`src/rtl/pipe_rip_add.sv`:
```
`default_nettype none
//==============================================================================
// Module      : pipe_rip_add
// Description : Pipelined ripple adder/subtractor with a valid/ready handshake.
//               Each stage adds one WIDTH/STAGES-bit slice.
// Revision    : 1.0 - initial release
//==============================================================================
module pipe_rip_add #(
    parameter int WIDTH  = 16,
    parameter int STAGES = 4
) (
    input  logic             clk,
    input  logic             rst_n,
    input  logic             in_valid,
    output logic             in_ready,
    input  logic [WIDTH-1:0] a,
    input  logic [WIDTH-1:0] b,
    input  logic             c_in,
    input  logic             sub,
    output logic             out_valid,
    input  logic             out_ready,
    output logic [WIDTH-1:0] sum,
    output logic             c_out,
    output logic             ovf
);

    localparam int SW = WIDTH / STAGES;

    // Stage registers: operands travel with the partial sum so later stages
    // still see the upper slices they have yet to add.
    logic [WIDTH-1:0]  r_a [STAGES];
    logic [WIDTH-1:0]  r_b [STAGES];
    logic [WIDTH-1:0]  r_s [STAGES];
    logic [STAGES-1:0] r_c;
    logic [STAGES-1:0] r_v;
    logic              r_ovf;

    logic [WIDTH-1:0]  w_a_in  [STAGES];
    logic [WIDTH-1:0]  w_b_in  [STAGES];
    logic [WIDTH-1:0]  w_s_in  [STAGES];
    logic [WIDTH-1:0]  w_s_nxt [STAGES];
    logic [SW:0]       w_slice [STAGES];
    logic [STAGES-1:0] w_c_in;
    logic [STAGES-1:0] w_v_in;
    logic [STAGES-1:0] w_c_nxt;
    logic              w_ovf_nxt;
    logic              w_en;

    // One global enable: the whole pipe moves together, so bubbles are kept.
    assign w_en     = out_ready | ~r_v[STAGES-1];
    assign in_ready = w_en;

    always_comb begin
        // Subtraction is a + ~b + 1; the forced carry replaces c_in.
        w_a_in[0] = a;
        w_b_in[0] = sub ? ~b : b;
        w_c_in[0] = sub | c_in;
        w_s_in[0] = '0;
        w_v_in[0] = in_valid;
        for (int k = 1; k < STAGES; k++) begin
            w_a_in[k] = r_a[k-1];
            w_b_in[k] = r_b[k-1];
            w_s_in[k] = r_s[k-1];
            w_c_in[k] = r_c[k-1];
            w_v_in[k] = r_v[k-1];
        end
        for (int k = 0; k < STAGES; k++) begin
            w_slice[k] = {1'b0, w_a_in[k][k*SW +: SW]}
                       + {1'b0, w_b_in[k][k*SW +: SW]}
                       + {{SW{1'b0}}, w_c_in[k]};
            w_s_nxt[k] = w_s_in[k];
            w_s_nxt[k][k*SW +: SW] = w_slice[k][SW-1:0];
            w_c_nxt[k] = w_slice[k][SW];
        end
        // a^b^sum at the MSB recovers the carry into the MSB.
        w_ovf_nxt = w_a_in[STAGES-1][WIDTH-1] ^ w_b_in[STAGES-1][WIDTH-1]
                  ^ w_s_nxt[STAGES-1][WIDTH-1] ^ w_c_nxt[STAGES-1];
    end

    always_ff @(posedge clk or negedge rst_n) begin
        if (!rst_n) begin
            r_v   <= '0;
            r_c   <= '0;
            r_ovf <= 1'b0;
            for (int k = 0; k < STAGES; k++) begin
                r_a[k] <= '0;
                r_b[k] <= '0;
                r_s[k] <= '0;
            end
        end else if (w_en) begin
            r_v <= w_v_in;
            // Data only loads behind a valid token, so bubble operands never
            // reach the outputs.
            for (int k = 0; k < STAGES; k++) begin
                if (w_v_in[k]) begin
                    r_a[k] <= w_a_in[k];
                    r_b[k] <= w_b_in[k];
                    r_s[k] <= w_s_nxt[k];
                    r_c[k] <= w_c_nxt[k];
                end
            end
            if (w_v_in[STAGES-1]) begin
                r_ovf <= w_ovf_nxt;
            end
        end
    end

    assign out_valid = r_v[STAGES-1];
    assign sum       = r_s[STAGES-1];
    assign c_out     = r_c[STAGES-1];
    assign ovf       = r_ovf;

endmodule
`default_nettype wire

```
`config.mk`:
```
export PLATFORM = sky130hd
export DESIGN_NAME = pipe_rip_add
export DESIGN_NICKNAME = d
export VERILOG_FILES = /design/src/rtl/pipe_rip_add.sv
export SDC_FILE = /design/constraint.sdc
export NUM_CORES = 1
export LEC_CHECK = 0
export CORE_MARGIN = 2
export CORE_UTILIZATION = 29
export CTS_CLUSTER_DIAMETER = 40
export DETAILED_ROUTE_END_ITERATION = 16
export PLACE_DENSITY = 0.51
export SETUP_SLACK_MARGIN = 0.02
export SYNTH_ARGS = -nofsm -noshare
export SYNTH_HDL_FRONTEND = slang
export SYNTH_SLANG_ARGS = --single-unit
```
`constraint.sdc`:
```
create_clock -name clk -period 3.92 [get_ports clk]
set_input_delay 1.176 -clock clk [delete_from_list [all_inputs] [get_ports clk]]
set_output_delay 1.176 -clock clk [all_outputs]
set_load 0.005 [all_outputs]
```
**Yosys cells after proc, flatten, opt, wreduce, memory -nomap -nowiden**

Cells that the tools add are included.
W data, S select, Z words.

- Register bits: 145
- Output and inout bits: 20
- Logic and storage cells: 36

- $add $sub $neg: 8
- Muxes and demuxes: 1
- Bitwise gates (word level): 7
- Reductions and logical operators: 4

Operators with widths:

| cell | count |
|---|---|
| $add A4 B4 Y5 | 4 |
| $add A5 B1 Y5 | 4 |
| $mux W16 | 1 |
| $not A16 Y16 | 1 |
| $reduce_and A2 Y1 | 4 |
| $xor A1 B1 Y1 | 3 |
| $or A1 B1 Y1 | 2 |
| $not A1 Y1 | 1 |

**Logic depth before layout (Yosys ltp)**

Gate-level depths: netlist (run 1).

- Word-level depth: 4
- Depth in mapped cells: 8
- Mapped depth without buffers: 7

**Worst setup path before layout (run 1)**

Ideal clock, no wire load.

- Path type: input-to-reg
- Start: in sub
- End: reg r_c[0]
- Library setup time: 0.127 ns
- Data arrival time: 2.977 ns
- Required time: 3.793 ns
- Setup slack: 0.816 ns
- Stages on the path: 8
- Cell sequence: buf_2 > buf_4 > or2_2 > fa_1 > fa_1 > a21o_1 > a21oi_1 > o21ai_0

- Cells in the longest elaborated chain, start to end: 3

Ends and longest elaborated chain:

| what | RTL line | source |
|---|---|---|
| from (decl) | 19 | `input logic sub,` |
| $mux W16 | 56 | `w_b_in[0] = sub ? ~b : b;` |
| $add A4 B4 Y5 | 69 | `+ {1'b0, w_b_in[k][k*SW +: SW]}` |
| $add A5 B1 Y5 (*) | 70 | `+ {{SW{1'b0}}, w_c_in[k]};` |
| to (signal, indexed assignment) | 99 | `r_c[k] <= w_c_nxt[k];` |
| to (decl) | 34 | `logic [STAGES-1:0] r_c;` |

Every way passes the cells marked *; elsewhere a longest branch is shown, timed or not.
A chain may end at the register's enable or synchronous reset.

**Worst setup path after layout (run 1)**

- Start: in out_ready
- End: out in_ready

- Cells in the longest elaborated chain, start to end: 1

Ends and longest elaborated chain:

| what | RTL line | source |
|---|---|---|
| from (decl) | 21 | `input logic out_ready,` |
| $or A1 B1 Y1 | 50 | `assign w_en = out_ready \| ~r_v[STAGES-1];` |
| to (decl) | 15 | `output logic in_ready,` |

No other way between the ends.

==> flow_summary.yaml, run 1 <==
timing:
  maxSlewHeadroom_pct: 53.27
  fin_skew_ns: 0.006406
  fmaxAchievable_mhz: 284.6
  hold_violations: 0
  timing.setup.tns_ns: 0
  rsz0062_at_grt: "no"
  whs_ns: 0.4773
  setup_viol: 0
  drv_slew: 0
  worst_slew_pin_slew_ns: 0.6985
  period_needed_ns: 3.514
  period_share_pct: 89.64
worst_setup_path:
  cpPeakStageDelay_ns: 0.50
  critical_path.max_fanout: 6
  required_ns: 2.74
  worst_setup_path_start_kind: "input pin"
  crit_type: "in -> out"
  crit_chain: "clkdlybuf4s50_1 > nor2b_4 > inv_6 > clkdlybuf4s50_1"
  crit_slowest_cell: "clkdlybuf4s50_1"
  cp_common_cell: "clkdlybuf4s50_1"
  end_kind: "output port"
  cp.arrival_ns: 2.34
  reg2reg_depth: 6
power_and_ir_drop:
  p_leak_uw: 0.002303
  p_seq_share_pct: 42.8
  net-switching-power_uw: 1223
  combPwrFrac_pct: 36.6
  power_switching_share_pct: 30.63
  irDropWorstVdd_mv: 0.2389
  p_int_uw: 2770
  p_per_area_nw_per_um2: 757.8
  power_uw: 3993
  clockPowerShare_pct: 20.6
min_path:
  hp-class: "reg -> reg"
  whs_path_depth: 2
synthesis:
  synth_edf_count: 0
  synth_cells: 324
  synth.distinct_cells: 23
  ys_warn_count: 0
  synth-seq-cells: 97
  synthArstFlopShare_pct: 100.0
  syn-num-nets: 382
  synth.avg_cell_area_sq_um: 13.50
  synth.top_cell.area_share_pct: 55.51
  synth-main-ff-cell: "dfrtp_1"
  synth_top_area_cell: "dfrtp_1"
  syn-cell-area_sq_um: 4373
  ys_seq_area_share_pct: 55.51
  synth.area.top_cells: "dfrtp_1 (56%), mux2_2 (16%), buf_4 (3.9%)"
clocking:
  cts_resized: 0
  root_buffer: "clkbuf_16"
  clkSlewWorstSetupHoldPaths_ns: 0.06
  htree_levels: 3
  numClockSinks: 97
  post_cts_buffers: 0
  clock_latency_ns: 0.34
  cts_hold_buf: 0
  cts_made_buffers: 9
  cts_tree: "done"
  clock_path_buffers: 2
detailed_routing:
  wl_met3_um: 301
  dr.pass1.iters: 4
  wirelength_met1_mm: 3.821
  viasPerCell: 4.219
  wl_met2_mm: 3.036
  wl_per_cell_um: 13.20
  drc: 0
  drtAntennaViolNets: 0
  topRoutingLayerUsed: "met4"
  via_count: 2346
  drtIter0Drc: 89
  drt_wl_total_mm: 7.339
cells_and_area:
  diodes: 0
  final_cell_mix: "dfrtp_1 (97), mux2_2 (63), clkdlybuf4s50_1 (56)"
  final_common_cell: "dfrtp_1"
  design_area_sq_um: 5269
  drive_above_1_share_pct: 25.27
  fin_nets: 425
  areaGrowthSynthToFinish_pct: 20.49
global_route:
  grt_pass1_wl_mm: 12.69
  grt_overflow_total: 0
  grt_pass1_vias: 2476
  antenna_found_initial: 0
  grt_max_degree: 54
  track_usage_pct: 10.14
die:
  fp.dieW_um: 126.8
  dieHeight_um: 126.8
  design.core.area_sq_um: 14640
  ioPinCount: 58
  rows: 44
  initial_core_util_pct: 29.86
  die_area_sq_um: 16080
job:
  cap_violations: 0
run_status:
  status: "finished, final reports clean"
place:
  placed_cell_area_sq_um: 4986
  hpwl_mm: 5.313
  port_buffers: 57
  routabilityCongestion: 0.6962
==> final cells by class <==
| type | instances | area, sq um |
|---|---|---|
| clock buffer | 10 | 239.0 |
| multi-input combinational | 193 | 1707 |
| tap | 184 | 230.2 |
| inverter | 5 | 23.77 |
| sequential | 97 | 2427 |
| fill | 1436 | 9375 |
| clock inverter | 6 | 43.79 |
| timing repair buffer | 61 | 598.1 |
==> registers in the layout, summed over array words and instances (netlist names) <==
| register | flops |
|---|---|
| ovf | 1 |
| r_v | 4 |
| sum | 16 |
| r_c | 4 |
| r_s | 24 |
| r_b | 24 |
| r_a | 24 |
==> worst max-delay path: cells and delay by family <==
kind,cells,cell delay [ns]
buf+inv,3,1.09
simple gates,1,0.07
==> layer usage <==
metal / global-route usage [%] / vias to the layer above
met5: 0 / -
met4: 5.236 / 0
met3: 2.699 / 12
met2: 14.09 / 45
met1: 14.48 / 1113
li1: - / 1176
==> logic make-up (layout without fill, tap and decap cells) <==
logic type	count (synthesis)	count (layout)	share of synthesized area, %
xor gates and xnor gates	25	25	5.007
AOI/OAI and AO/OA	42	42	5.265
DFF	97	97	55.51
and+or+nand+nor	39	39	4.149
buffers and inverters	34	82	5.465
adders and majority gates	20	20	7.096
muxes	67	67	17.51
==> final timing paths <==
path	from	to	slack (ns)
max in group asynchronous	rst_n	r_a[29]	2.27
hold / removal	r_b[60]	r_b[60]	0.48
setup reg to reg	r_a[28]	ovf	1.85
setup / recovery	out_ready	in_ready	0.41
min in group asynchronous	rst_n	r_a[58]	0.85
hold reg to reg	r_b[60]	r_b[60]	0.48
==> stage by stage <==
stage	instances	util [%]	setup WS, ns
6_report	556	35.98	0.4060
5_1_grt	556	35.98	0.3742
3_3_place_gp	540	34.05	0.4083
4_1_cts	556	35.98	0.3995
2_1_floorplan	324	-	0.8160
3_5_place_dp	540	34.05	0.4026
==> cell usage after synthesis, types with 3 or more instances <==
cell / n
a21o_1: 8
a21oi_1: 8
buf_2: 3
buf_4: 23
dfrtp_1: 97
fa_1: 8
ha_1: 12
inv_1: 4
mux2_2: 63
mux2_4: 3
nand2_1: 32
o21ai_0: 26
xnor2_1: 16
xor2_1: 9
==> power groups by stage <==
stage | Combinational, uW | Clock (uW) | Sequential [uW]
3_3_place_gp | 1470 | 0 | 1730
6_report | 1460 | 824 | 1710
2_1_floorplan | 1190 | 0 | 1650
5_1_grt | 1660 | 896 | 1780
4_1_cts | 1500 | 857 | 1720
3_5_place_dp | 1500 | 0 | 1740
No activity file was read; power rests on OpenSTA's default activity.
==> inputs of run 2 (changes only) <==
--- a/config.mk
+++ b/config.mk
@@ -11,6 +11,7 @@
 export DETAILED_ROUTE_END_ITERATION = 16
 export PLACE_DENSITY = 0.51
 export SETUP_SLACK_MARGIN = 0.02
+export SKIP_CTS_REPAIR_TIMING = 1
 export SYNTH_ARGS = -nofsm -noshare
 export SYNTH_HDL_FRONTEND = slang
 export SYNTH_SLANG_ARGS = --single-unit
==> constraint.sdc (replaced) <==
create_clock -name clk -period 3.92 [get_ports clk]
set_input_delay 0.392 -clock clk [delete_from_list [all_inputs] [get_ports clk]]
set_output_delay 0.392 -clock clk [all_outputs]
set_load 0.005 [all_outputs]
==> flow_summary.yaml, run 2 (synthesis results as in run 1) <==
clocking:
  root_buffer: "clkbuf_16"
  clkSlewWorstSetupHoldPaths_ns: 0.06
  htree_levels: 3
  cts_made_buffers: 9
  clock_latency_ns: 0.34
  cts_tree: "done"
  numClockSinks: 97
  clock_path_buffers: 2
global_route:
  grt_pass1_wl_mm: 12.52
  grt_max_degree: 71
  track_usage_pct: 9.837
  antenna_found_initial: 0
  grt_pass1_vias: 2497
  grt_overflow_total: 0
power_and_ir_drop:
  clockPowerShare_pct: 20.7
  power_switching_share_pct: 30.56
  p_seq_share_pct: 42.7
  combPwrFrac_pct: 36.6
  p_int_uw: 2785
  p_leak_uw: 0.002304
  net-switching-power_uw: 1226
  irDropWorstVdd_mv: 0.2430
  p_per_area_nw_per_um2: 763.4
timing:
  hold_violations: 0
  worst_slew_pin_slew_ns: 0.8897
  fin_skew_ns: 0.009114
  drv_slew: 0
  maxSlewHeadroom_pct: 40.69
  fmaxAchievable_mhz: 396.4
  period_share_pct: 64.35
  period_needed_ns: 2.522
  setup_viol: 0
  rsz0062_at_grt: "no"
  timing.setup.tns_ns: 0
  setup_ws_ns: 1.398
worst_setup_path:
  end_kind: "flip-flop"
  crit_type: "in -> reg"
  cp.arrival_ns: 2.72
  required_ns: 4.12
  critical_path.max_fanout: 10
  worst_setup_path_start_kind: "input pin"
detailed_routing:
  viasPerCell: 4.220
  dr.pass1.iters: 4
  drc: 0
  drtIter0Drc: 78
  via_count: 2338
  drtAntennaViolNets: 0
  wl_per_cell_um: 13.32
  drt_wl_total_mm: 7.381
cells_and_area:
  final_core_util_pct: 35.88
  top_regs: "r_a x24, r_b x24, r_s x24"
  areaGrowthSynthToFinish_pct: 20.14
  drive_above_1_share_pct: 24.86
  diodes: 0
  design_area_sq_um: 5254
  final_cell_mix: "dfrtp_1 (97), mux2_2 (63), clkdlybuf4s50_1 (56)"
  fin_nets: 423
  final_common_cell: "dfrtp_1"
die:
  design.core.area_sq_um: 14640
  rows: 44
  initial_core_util_pct: 29.86
  dieHeight_um: 126.8
  ioPinCount: 58
  die_area_sq_um: 16080
  fp.dieW_um: 126.8
run_status:
  status: "finished, final reports clean"
place:
  dp_slack_ns: 1.009
  hpwl_mm: 5.182
  port_buffers: 57
  placed_cell_area_sq_um: 4971
  routabilityCongestion: 0.7354
min_path:
  hp-class: "in -> async"
job:
  cap_violations: 0
run 2: cell types whose count changed in the layout (fill, tap and decap cells not counted), sizes merged:
| cell | delta |
|---|---|
| buf | -2 |
| clkinvlp | -2 |
| clkinv | +1 |
| clkbuf | +1 |
run 2: power by group through the flow:
stage,registers [uW],logic [uW],clock network [uW]
finish,1710,1470,830
floorplan,1650,1190,0
global placement,1730,1460,0
CTS,1720,1500,857
global route,1780,1650,897
detailed placement,1740,1490,0
run 2: worst max-delay path: stages:
cell and delay (ns):
clkdlybuf4s50_1 0.67, or2_2 0.42, fa_1 0.42, fa_1 0.43, a21o_1 0.17, a21oi_1 0.14, o21ai_0 0.08
run 2: stage by stage:
step / total power [uW] / hold slack, ns / std cells
after floorplan: 2838 / 0.09641 / 324
after global placement: 3191 / 0.4639 / 538
after detailed placement: 3237 / 0.4714 / 538
after CTS: 4080 / 0.2179 / 554
after global routing: 4326 / 0.2601 / 554
final: 4011 / 0.1741 / 554
run 2: cell type report:
class | instances | area (sq um)
multi-input cells | 193 | 1707
clock buffers | 11 | 252.7
fillers | 1482 | 9390
flip-flops and latches | 97 | 2427
well taps | 184 | 230.2
repair buffers | 59 | 583.1
clock inverters | 5 | 30.03
inverters | 5 | 23.77
run 2: worst paths after layout:
path,from,endpoint,cells past startpoint,slack (ns)
min in group clk,r_s[26],r_s[26],2,0.48
setup reg to reg,r_a[28],ovf,6,1.85
max in group asynchronous,rst_n,r_a[28],2,2.82
hold / removal,rst_n,r_a[62],1,0.17
hold reg to reg,r_s[26],r_s[26],2,0.48
setup / recovery,sub,r_c[0],7,1.40
run 2: per-layer routing:
metal	vias up	track usage, %	wire length, um
met5	-	0	0
met4	0	4.266	111
met3	8	2.109	236
li1	1162	-	-
met2	43	14.72	3148
met1	1125	13.81	3885
